**src/rtl/fetch_hazard_ctrl_pkg.sv**
```systemverilog
// Shared definitions for the fetch-stage sequencing controller and its hazard comparator.
package fetch_hazard_ctrl_pkg;

  typedef enum logic [1:0] {
    ST_BOOT  = 2'd0,
    ST_WAIT  = 2'd1,
    ST_ISSUE = 2'd2,
    ST_HALT  = 2'd3
  } fetch_state_t;

  localparam logic [31:0] NOP_INSTR = 32'h0000_0000;
  localparam int unsigned REG_ZERO  = 0;

endpackage

```
**src/rtl/fetch_hazard_ctrl_load_use_detect.sv**
```systemverilog
// Combinational load-use comparator; also shared with the forwarding unit.
module load_use_detect
  import fetch_hazard_ctrl_pkg::*;
#(
  parameter int REG_ADDR_W = 5
) (
  input  logic [REG_ADDR_W-1:0] id_rs,
  input  logic [REG_ADDR_W-1:0] id_rt,
  input  logic                  id_uses_rt,
  input  logic                  ex_mem_read,
  input  logic [REG_ADDR_W-1:0] ex_rt,
  output logic                  hazard
);

  // A load into the zero register never produces a value worth waiting for.
  assign hazard = ex_mem_read
                & (ex_rt != REG_ADDR_W'(REG_ZERO))
                & ((ex_rt == id_rs) | (id_uses_rt & (ex_rt == id_rt)));

endmodule

```
**src/rtl/fetch_hazard_ctrl.sv**
```systemverilog
// Fetch / IF-ID sequencing: boot hold-off, load-use stalls, ID redirects,
// instruction-memory wait states, halt, and a saturating lost-cycle counter.
module fetch_hazard_ctrl
  import fetch_hazard_ctrl_pkg::*;
#(
  parameter int IMEM_WAIT   = 0,
  parameter int BOOT_CYCLES = 2,
  parameter int REG_ADDR_W  = 5
) (
  input  logic                  clk,
  input  logic                  rst,
  input  logic [REG_ADDR_W-1:0] id_rs,
  input  logic [REG_ADDR_W-1:0] id_rt,
  input  logic                  id_uses_rt,
  input  logic                  ex_mem_read,
  input  logic [REG_ADDR_W-1:0] ex_rt,
  input  logic                  id_branch_taken,
  input  logic                  id_jump,
  input  logic                  halt,
  output logic                  pc_write,
  output logic                  pc_src,
  output logic                  is_j,
  output logic                  ifid_write,
  output logic                  ifid_flush,
  output logic                  idex_bubble,
  output logic                  fetch_valid,
  output logic [15:0]           lost_cycles
);

  localparam int WAIT_W = (IMEM_WAIT < 1) ? 1 : $clog2(IMEM_WAIT + 1);
  localparam int BOOT_W = (BOOT_CYCLES < 2) ? 1 : $clog2(BOOT_CYCLES);
  localparam logic [WAIT_W-1:0] WAIT_LOAD = WAIT_W'(IMEM_WAIT);
  localparam logic [BOOT_W-1:0] BOOT_LAST = BOOT_W'(BOOT_CYCLES - 1);
  localparam fetch_state_t ST_AFTER_FETCH = (IMEM_WAIT > 0) ? ST_WAIT : ST_ISSUE;

  function automatic logic [15:0] sat_inc(input logic [15:0] v);
    return (v == 16'hFFFF) ? v : v + 16'd1;
  endfunction

  fetch_state_t      state_q, state_d;
  logic [BOOT_W-1:0] boot_q, boot_d;
  logic [WAIT_W-1:0] wait_q, wait_d;
  logic              hazard;
  logic              redirect;

  load_use_detect #(.REG_ADDR_W(REG_ADDR_W)) u_load_use_detect (
    .id_rs       (id_rs),
    .id_rt       (id_rt),
    .id_uses_rt  (id_uses_rt),
    .ex_mem_read (ex_mem_read),
    .ex_rt       (ex_rt),
    .hazard      (hazard)
  );

  // Branch operands are stale during a load-use hazard, so the redirect waits.
  assign redirect = (id_branch_taken | id_jump) & ~hazard;

  always_comb begin
    state_d     = state_q;
    boot_d      = boot_q;
    wait_d      = wait_q;
    pc_write    = 1'b0;
    pc_src      = 1'b0;
    is_j        = 1'b0;
    ifid_write  = 1'b1;
    ifid_flush  = 1'b1;
    idex_bubble = 1'b0;
    fetch_valid = 1'b0;

    unique case (state_q)
      ST_BOOT: begin
        if (boot_q == BOOT_LAST) begin
          boot_d  = '0;
          wait_d  = WAIT_LOAD;
          state_d = ST_AFTER_FETCH;
        end else begin
          boot_d = boot_q + 1'b1;
        end
      end

      ST_ISSUE: begin
        if (hazard) begin
          ifid_write  = 1'b0;
          ifid_flush  = 1'b0;
          idex_bubble = 1'b1;
        end else if (halt) begin
          state_d = ST_HALT;
        end else begin
          pc_write    = 1'b1;
          fetch_valid = 1'b1;
          ifid_flush  = redirect;
          is_j        = id_jump;
          pc_src      = id_branch_taken & ~id_jump;
          wait_d      = WAIT_LOAD;
          state_d     = ST_AFTER_FETCH;
        end
      end

      ST_WAIT: begin
        if (hazard) begin
          ifid_write  = 1'b0;
          ifid_flush  = 1'b0;
          idex_bubble = 1'b1;
        end
        // A redirect abandons the in-flight fetch and restarts the wait.
        if (redirect) begin
          pc_write = 1'b1;
          is_j     = id_jump;
          pc_src   = id_branch_taken & ~id_jump;
          wait_d   = WAIT_LOAD;
        end else begin
          wait_d = wait_q - 1'b1;
          if (wait_q == WAIT_W'(1)) state_d = ST_ISSUE;
        end
      end

      ST_HALT: ;

      default: state_d = ST_BOOT;
    endcase
  end

  always_ff @(posedge clk or negedge rst) begin
    if (!rst) begin
      state_q     <= ST_BOOT;
      boot_q      <= '0;
      wait_q      <= '0;
      lost_cycles <= 16'd0;
    end else begin
      state_q <= state_d;
      boot_q  <= boot_d;
      wait_q  <= wait_d;
      if ((state_q == ST_WAIT) || idex_bubble) lost_cycles <= sat_inc(lost_cycles);
    end
  end

endmodule

```
**config.mk**
```make
export PLATFORM = sky130hd
export DESIGN_NAME = fetch_hazard_ctrl
export DESIGN_NICKNAME = d
export VERILOG_FILES = /design/src/rtl/fetch_hazard_ctrl_pkg.sv /design/src/rtl/fetch_hazard_ctrl_load_use_detect.sv /design/src/rtl/fetch_hazard_ctrl.sv
export SDC_FILE = /design/constraint.sdc
export NUM_CORES = 1
export LEC_CHECK = 0
export CAP_MARGIN = 20
export CORE_MARGIN = 3
export CORE_UTILIZATION = 48
export CTS_CLUSTER_SIZE = 25
export DETAILED_ROUTE_END_ITERATION = 10
export GPL_ROUTABILITY_DRIVEN = 0
export PLACE_DENSITY = 0.8
export SKIP_CTS_REPAIR_TIMING = 1
export SLEW_MARGIN = 20
export SYNTH_ARGS = -nofsm -noshare
export SYNTH_HDL_FRONTEND = slang
export SYNTH_SLANG_ARGS = --single-unit
```
**constraint.sdc**
```tcl
create_clock -name clk -period 3.18 [get_ports clk]
set_input_delay 0.636 -clock clk [delete_from_list [all_inputs] [get_ports clk]]
set_output_delay 0.636 -clock clk [all_outputs]
set_load 0.01 [all_outputs]
```
==> impl_metrics.yaml, run 1 <==
outcome:
  run_status: "finished clean"
floorplan:
  core_area_mm2: 0.00252
  die_w_um: 58.1
  start_util_pct: 51.7
  ios: 45
  die_area_mm2: 0.00338
  rows: 18
  die_y_um: 58.1
setup_path:
  critPathKind: "input pin to output pin"
  worstSetupStartpointType: "input pin"
  cp.required_ps: 2540
  path_max_fanout: 6
  cp-end-kind: "output pin"
  r2r_slack_ps: 1120
  critPathArrivalTime_ps: 2400
  reg2regPathDepth: 6
power_and_ir_drop:
  power.leakage_nw: 0.888
  p_per_area_mw_per_mm2: 386
  peakVddDrop_mv: 0.435
sta:
  fin_crit_sh_pct: 95.5
  layout_min_cycle_time_ps: 3040
  setup_slack_ps: 143
  finClkSkew_ps: 12.4
  maxSlewHeadroom_pct: 42.3
  final_max_slew_viol_count: 0
  finalSetupTns_ps: 0
  setup_viol: 0
  clock.fmax_mhz: 329
  hold_viol: 0
  worst_pin_slew_ps: 863
  rsz0062_at_grt: "no"
synth:
  ys.flop_type: "dfrtp_1"
  netlist_instances: 128
  yosysTopAreaCellShare_pct: 38.4
  yosys-top-cells-area: "dfrtp_1 38%, xnor2_1 9.4%, xor2_1 7.4%, nand4_1 5.3%, ha_1 4.8%"
  yosys_warnings: 0
  seq_area_frac_synth_pct: 38.4
  synth_edf_count: 0
  netlist_area_mm2: 0.00131
  avgSynthCellArea_um2: 10.2
  syn_nets: 155
  synthDistinctLibCells: 44
  ys_seq_elements: 20
  synthArstFlopShare_pct: 100
  synth_top_cell_by_area: "dfrtp_1"
global_routing:
  grt_pass1_vias: 1159
  antenna_found_initial: 0
  grt_overflow: 0
  grt_max_degree: 21
  grt_pass1_wl_um: 5150
  grtUsageTotal_pct: 19.4
drt:
  viasPerCell: 5.31
  wl_per_cell_um: 14.6
  drc_errors: 0
  first_iter_violations: 29
  vias: 1126
  first_pass_iters: 4
  routed_wl_um: 3100
  ant_nets: 0
cells_and_area:
  multi_input_area_um2: 766
  nets: 210
  area_growth_pct: 45.4
  regArea_um2: 500
  fillerInstances: 174
  final_area_mm2: 0.00190
  num_antenna_cells: 0
  drive_gt1_share_pct: 15.4
placement:
  dpl_cell_area_mm2: 0.00182
  dp_hpwl_um: 2370
  place_ws_ps: -326
  port_buffers: 44
clock_network:
  clk_latency_ps: 300
  cts_buffer_depth: 2
  cts.sinks: 20
  cts_tree: "yes"
  cts_root_buf: "clkbuf_4"
  clk_pin_slew_ps: 100
  h-tree-depth: 1
  cts_inserted_buffers: 3
min_path:
  whs_path_depth: 1
  hold_path.class: "flop to flop"
flow_run:
  max_cap_violations: 0
-- area by class of cell --
cell class,instances,area share [%]
Sequential cell,20,26.4
Timing Repair Buffer,54,28.2
Clock buffer,4,1.91
Inverter,6,1.19
Tap cell,30,1.98
Multi-Input combinational cell,98,40.3
-- per-stage QoR --
stage	total power [mW]	hold WS (ps)	utilization, %	instances
detailed placement	0.601	464	72.3	207
finish	0.733	480	75.2	212
CTS	0.746	481	73.7	211
global route	0.776	520	75.2	212
global placement	0.592	455	72.3	207
floorplan	0.455	340	-	128
-- logic make-up after synthesis --
family                   after synthesis  synth area share, %
AND/OR/NAND/NOR                       50                 23.7
XOR/XNOR                              25                 16.8
flip-flops                            20                 38.4
AO/OA/AOI/OAI                         14                 9.01
buffers and inverters                 10                 3.83
adder cells (fa/ha/maj)                5                 4.79
multiplexers                           4                 3.55
-- layer usage --
layer / share of wire, % / global-route usage [%] / vias to the layer above
met3: 7.6 / 2.23 / 2
met1: 46 / 26.6 / 512
li1: - / - / 559
met4: 0.55 / 4.97 / 0
met5: 0 / 0 / -
met2: 46 / 32.4 / 53
-- worst max-delay path, stage by stage --
cell,delay (ps)
clkdlybuf4s50_1,430
buf_4,160
xor2_1,150
nor3_1,220
a32oi_2,120
nor2_4,190
and2b_1,210
o21a_1,180
clkbuf_2,120
-- Yosys cell counts, types with 2 or more instances --
cell type	number
dfrtp_1	20
xnor2_1	14
nand4_1	11
xor2_1	11
nand2_1	9
ha_1	5
inv_1	5
nand3_1	4
nor2_1	4
and3_1	3
nor3b_1	3
a21oi_1	2
mux2i_1	2
nor3_1	2
o21ai_0	2
o21ai_2	2
or4_1	2
-- where the power goes --
group | internal (mW) | total (mW) | switching [mW]
Clock | 0.0698 | 0.144 | 0.0744
Sequential | 0.279 | 0.307 | 0.0283
Combinational | 0.156 | 0.282 | 0.126
Total | 0.505 | 0.733 | 0.229
-- state kept, by name, summed over array words and instances (netlist names) --
signal,cells
lost_cycles,16
state_q,2
boot_q,1
wait_q,1
-- path summary, 6_finish.rpt --
kind	endpoint	startpoint
min	boot_q	boot_q
max in group asynchronous	wait_q	rst
min reg2reg	boot_q	boot_q
max reg2reg	lost_cycles[1]	lost_cycles[0]
min in group asynchronous	lost_cycles[7]	rst
max	pc_write	ex_rt[0]
-- cell usage in the layout, fill, tap and decap left out, drive strengths merged, types with 2 or more instances in the layout --
cell,count
a21oi,2
nor2,5
mux2i,2
nand2,10
or4,2
xnor2,14
dfrtp,20
clkbuf,5
inv,6
nand3,4
xor2,11
buf,10
o21ai,5
clkdlybuf4s50,33
nand4,11
mux2,2
dlymetal6s2s,10
nor3,2
and3,4
ha,5
nor3b,4
No activity file was read; power rests on OpenSTA's default activity.
==> inputs of run 2 (changes only) <==
--- a/config.mk
+++ b/config.mk
@@ -7,11 +7,12 @@
 export LEC_CHECK = 0
 export CAP_MARGIN = 20
 export CORE_MARGIN = 3
-export CORE_UTILIZATION = 48
+export CORE_UTILIZATION = 60
 export CTS_CLUSTER_SIZE = 25
 export DETAILED_ROUTE_END_ITERATION = 10
+export DONT_BUFFER_PORTS = 1
 export GPL_ROUTABILITY_DRIVEN = 0
-export PLACE_DENSITY = 0.8
+export PLACE_DENSITY = 0.72
 export SKIP_CTS_REPAIR_TIMING = 1
 export SLEW_MARGIN = 20
 export SYNTH_ARGS = -nofsm -noshare
==> run 2 against run 1 <==
- final area is 28% lower
- maximum frequency is 11% higher
- critical path depth is 5 lower
- combinational power is 41% lower
- largest cell class unchanged
==> impl_metrics.yaml, run 2 (synthesized netlist as in run 1, its figures left out) <==
outcome:
  run_status: "finished clean"
placement:
  port_buffers: 0
  dp_hpwl_um: 1890
setup_path:
  critPathKind: "input pin to output pin"
  path_max_fanout: 7
  critPathArrivalTime_ps: 2100
  cp.required_ps: 2540
  cp-end-kind: "output pin"
  worstSetupStartpointType: "input pin"
floorplan:
  rows: 16
  die_area_mm2: 0.00277
  die_y_um: 52.6
  ios: 45
  die_w_um: 52.6
  core_area_mm2: 0.00200
  start_util_pct: 65.2
sta:
  maxSlewHeadroom_pct: 41.9
  rsz0062_at_grt: "no"
  clock.fmax_mhz: 365
  finClkSkew_ps: 1.56
  setup_viol: 0
  layout_min_cycle_time_ps: 2740
  hold_slack_ps: 482
  fin_crit_sh_pct: 86.1
  finalSetupTns_ps: 0
  hold_viol: 0
  worst_pin_slew_ps: 869
  final_max_slew_viol_count: 0
cells_and_area:
  area_growth_pct: 4.03
  regArea_um2: 500
  drive_gt1_share_pct: 12.4
  largest_reg_flops: 16
  final_cell_mix: "20 x dfrtp_1, 14 x xnor2_1, 11 x xor2_1, 11 x nand4_1, 9 x nand2_1"
  largest-register: "lost_cycles"
  fillerInstances: 175
  top_regs: "lost_cycles: 16 flops, state_q: 2 flops"
  num_antenna_cells: 0
  multi_input_area_um2: 754
  nets: 157
  final_common_cell: "dfrtp_1"
drt:
  ant_nets: 0
  wl_per_cell_um: 16.1
  vias: 924
  routed_wl_um: 2520
  first_iter_violations: 6
  drc_errors: 0
  first_pass_iters: 4
  viasPerCell: 5.92
global_routing:
  grt_pass1_wl_um: 3940
  grtUsageTotal_pct: 19.3
  grt_max_degree: 21
  grt_pass1_vias: 942
  antenna_found_initial: 0
  grt_overflow: 0
power_and_ir_drop:
  peakVddDrop_mv: 0.363
  power.leakage_nw: 0.570
  p_per_area_mw_per_mm2: 468
clock_network:
  clk_latency_ps: 310
  cts_buffer_depth: 2
  cts.sinks: 20
  cts_tree: "yes"
  h-tree-depth: 1
  clk_pin_slew_ps: 110
  cts_root_buf: "clkbuf_4"
  cts_inserted_buffers: 3
flow_run:
  max_cap_violations: 0
min_path:
  hold_path.class: "input pin to flop"
## run 2: per-layer routing
layer,global-route usage [%],vias up,share of wire (%)
met2,33.5,37,48
li1,-,455,-
met5,0,-,0
met3,2.56,5,6.4
met1,23.9,427,44
met4,7.66,0,1.5
## run 2: final timing paths
kind,start,end,slack [ps],cells after the start
max in group asynchronous,rst,lost_cycles[6],1780,1
hold / removal,halt,state_q[0],480,2
hold reg to reg,boot_q,boot_q,490,1
setup reg to reg,lost_cycles[0],lost_cycles[1],1040,6
setup / recovery,ex_rt[0],pc_src,440,4
min in group asynchronous,rst,lost_cycles[13],880,1
## run 2: where the power goes
group	total, mW	switching (mW)	internal [mW]
Sequential	0.318	0.0392	0.279
Clock	0.150	0.0805	0.0700
Combinational	0.167	0.0950	0.0716
Total	0.635	0.215	0.420
## run 2: final cells by class
| cell class | instances | share of cell area [%] |
|---|---|---|
| Inverter | 6 | 1.66 |
| Multi-Input combinational cell | 98 | 55.6 |
| Clock buffer | 4 | 2.67 |
| Timing Repair Buffer | 1 | 0.737 |
| Sequential cell | 20 | 36.9 |
| Tap cell | 27 | 2.49 |
## run 2: worst max-delay path: stages
cell and delay [ps]:
or4_1 560, o21ai_2 260, nor2_4 100, nor4b_1 550
## run 2: stage by stage
stage | utilization [%] | area, µm² | std cells | total power [mW] | setup slack, ps
2_1_floorplan | - | 1310 | 128 | 0.455 | 553
3_3_place_gp | 65.5 | 1310 | 151 | 0.479 | 465
3_5_place_dp | 65.5 | 1310 | 151 | 0.484 | 439
4_1_cts | 67.3 | 1350 | 155 | 0.634 | 430
5_1_grt | 67.8 | 1360 | 156 | 0.671 | 352
6_report | 67.8 | 1360 | 156 | 0.635 | 441
==> inputs of run 3 (changes only) <==
--- a/config.mk
+++ b/config.mk
@@ -7,12 +7,13 @@
 export LEC_CHECK = 0
 export CAP_MARGIN = 20
 export CORE_MARGIN = 3
-export CORE_UTILIZATION = 60
+export CORE_UTILIZATION = 66
+export CTS_CLUSTER_DIAMETER = 100
 export CTS_CLUSTER_SIZE = 25
 export DETAILED_ROUTE_END_ITERATION = 10
 export DONT_BUFFER_PORTS = 1
 export GPL_ROUTABILITY_DRIVEN = 0
-export PLACE_DENSITY = 0.72
+export PLACE_DENSITY = 0.78
 export SKIP_CTS_REPAIR_TIMING = 1
 export SLEW_MARGIN = 20
 export SYNTH_ARGS = -nofsm -noshare
==> run 3 against run 2 <==
- final cell count down 1.3%
- clock power is 37% higher
- critical endpoint unchanged
- utilization grew 8.3 points
==> impl_metrics.yaml, run 3 (synthesized netlist as in run 1, its figures left out) <==
outcome:
  run_status: "finished clean"
floorplan:
  die_area_mm2: 0.00255
  die_y_um: 50.5
  core_area_mm2: 0.00180
  ios: 45
  rows: 15
  die_w_um: 50.5
  start_util_pct: 72.4
global_routing:
  grt_util_met2_pct: 39.3
  grt_pass1_wl_um: 4360
  top_usage_layer: "met2"
  grt_pass1_vias: 985
  grt_max_degree: 21
  antenna_found_initial: 0
  grtUsageTotal_pct: 22.4
  met3_usage_pct: 5.93
  met1_usage_pct: 25.4
  grt_overflow: 0
clock_network:
  clk_pin_slew_ps: 110
  cts_inserted_buffers: 3
  h-tree-depth: 1
  cts_tree: "yes"
  cts_buffer_depth: 2
  cts.sinks: 20
  cts_root_buf: "clkbuf_4"
  clk_latency_ps: 300
setup_path:
  worstSetupStartpointType: "input pin"
  critPathMaxStageDelay_ps: 560
  crit_path_cell_trace: "or4_1, o21ai_2, nor2_4, nor4b_1"
  path_max_fanout: 7
  critPathKind: "input pin to output pin"
  cp-startpoint: "ex_rt[0]"
  cp.required_ps: 2540
  reg2regPathDepth: 6
  slowest_stage: "or4_1"
  critical_path_buf_inv_count: 0
  r2r_end: "lost_cycles[1]"
  cp_top_family: "simple AND/OR/NAND/NOR gates"
  cp-end-kind: "output pin"
  r2r_slack_ps: 1060
  rr_startpoint: "lost_cycles[0]"
  critPathArrivalTime_ps: 2100
cells_and_area:
  drive_gt1_share_pct: 12.4
  final_cell_mix: "20 x dfrtp_1, 14 x xnor2_1, 11 x xor2_1, 11 x nand4_1, 9 x nand2_1"
  top_regs: "lost_cycles: 16 flops, state_q: 2 flops"
  nets: 157
  final_area_mm2: 0.00137
  area_growth_pct: 5.08
  final_common_cell: "dfrtp_1"
  largest-register: "lost_cycles"
  num_antenna_cells: 0
  largest_reg_flops: 16
sta:
  maxSlewHeadroom_pct: 42.5
  hold_viol: 0
  clock.fmax_mhz: 366
  fin_crit_sh_pct: 85.9
  finalSetupTns_ps: 0
  worst_pin_slew_ps: 859
  final_max_slew_viol_count: 0
  finClkSkew_ps: 5.12
  rsz0062_at_grt: "no"
  setup_viol: 0
  layout_min_cycle_time_ps: 2730
power_and_ir_drop:
  clkPwrFrac_pct: 29.8
  power.leakage_nw: 0.577
  combPwrFrac_pct: 23.8
  p_sw_uw: 210
  p_seq_share_pct: 46.4
  p_per_area_mw_per_mm2: 502
  peakVddDrop_mv: 0.508
  p_sw_share_pct: 30.6
  p_int_uw: 478
min_path:
  hold-path-endpoint: "state_q[0]"
  whs_path_depth: 2
  hold_path.class: "input pin to flop"
  hp-start: "halt"
drt:
  first_pass_iters: 4
  first_iter_violations: 15
  vias: 974
  viasPerCell: 6.32
  ant_nets: 0
  drc_errors: 0
  wl_per_cell_um: 16.1
  routed_wl_um: 2480
placement:
  dp_hpwl_um: 1930
  dpl_cell_area_mm2: 0.00131
  port_buffers: 0
flow_run:
  max_cap_violations: 0
run 3: area by class of cell:
type / instances / area, µm²
clock buffer: 3 / 22.5
clock inverter: 1 / 30.0
fill: 127 / 430
inverter: 6 / 22.5
multi-input combinational: 98 / 754
sequential: 20 / 500
tap: 25 / 31.3
timing repair buffer: 1 / 10.0
run 3: per-stage QoR:
stage               setup WS (ps)  hold WS (ps)  utilization [%]  instances  power [mW]
finish                        448           466             76.1        154       0.688
global placement              471           341             72.6        149       0.479
detailed placement            441           341             72.6        149       0.484
floorplan                     553           340                -        128       0.455
global route                  374           470             76.1        154       0.730
CTS                           440         0.969             75.6        153       0.687
run 3: how the worst max path moves through the flow:
stage	endpoint	depth (start not counted)
after floorplan	pc_src	4
after global placement	pc_src	4
after detailed placement	pc_src	4
after CTS	pc_src	4
after global routing	pc_src	4
final	pc_src	4
run 3: metal layers:
layer	wire [µm]	vias to the layer above
met2	1220	40
met4	41	0
met5	0	-
met3	179	5
li1	-	451
met1	1030	478
run 3: power by group through the flow:
stage	clock (mW)	sequential (mW)	combinational (mW)
after global routing	0.217	0.324	0.189
final	0.205	0.319	0.164
after global placement	0	0.323	0.156
after detailed placement	0	0.324	0.160
after CTS	0.207	0.319	0.160
after floorplan	0	0.315	0.140
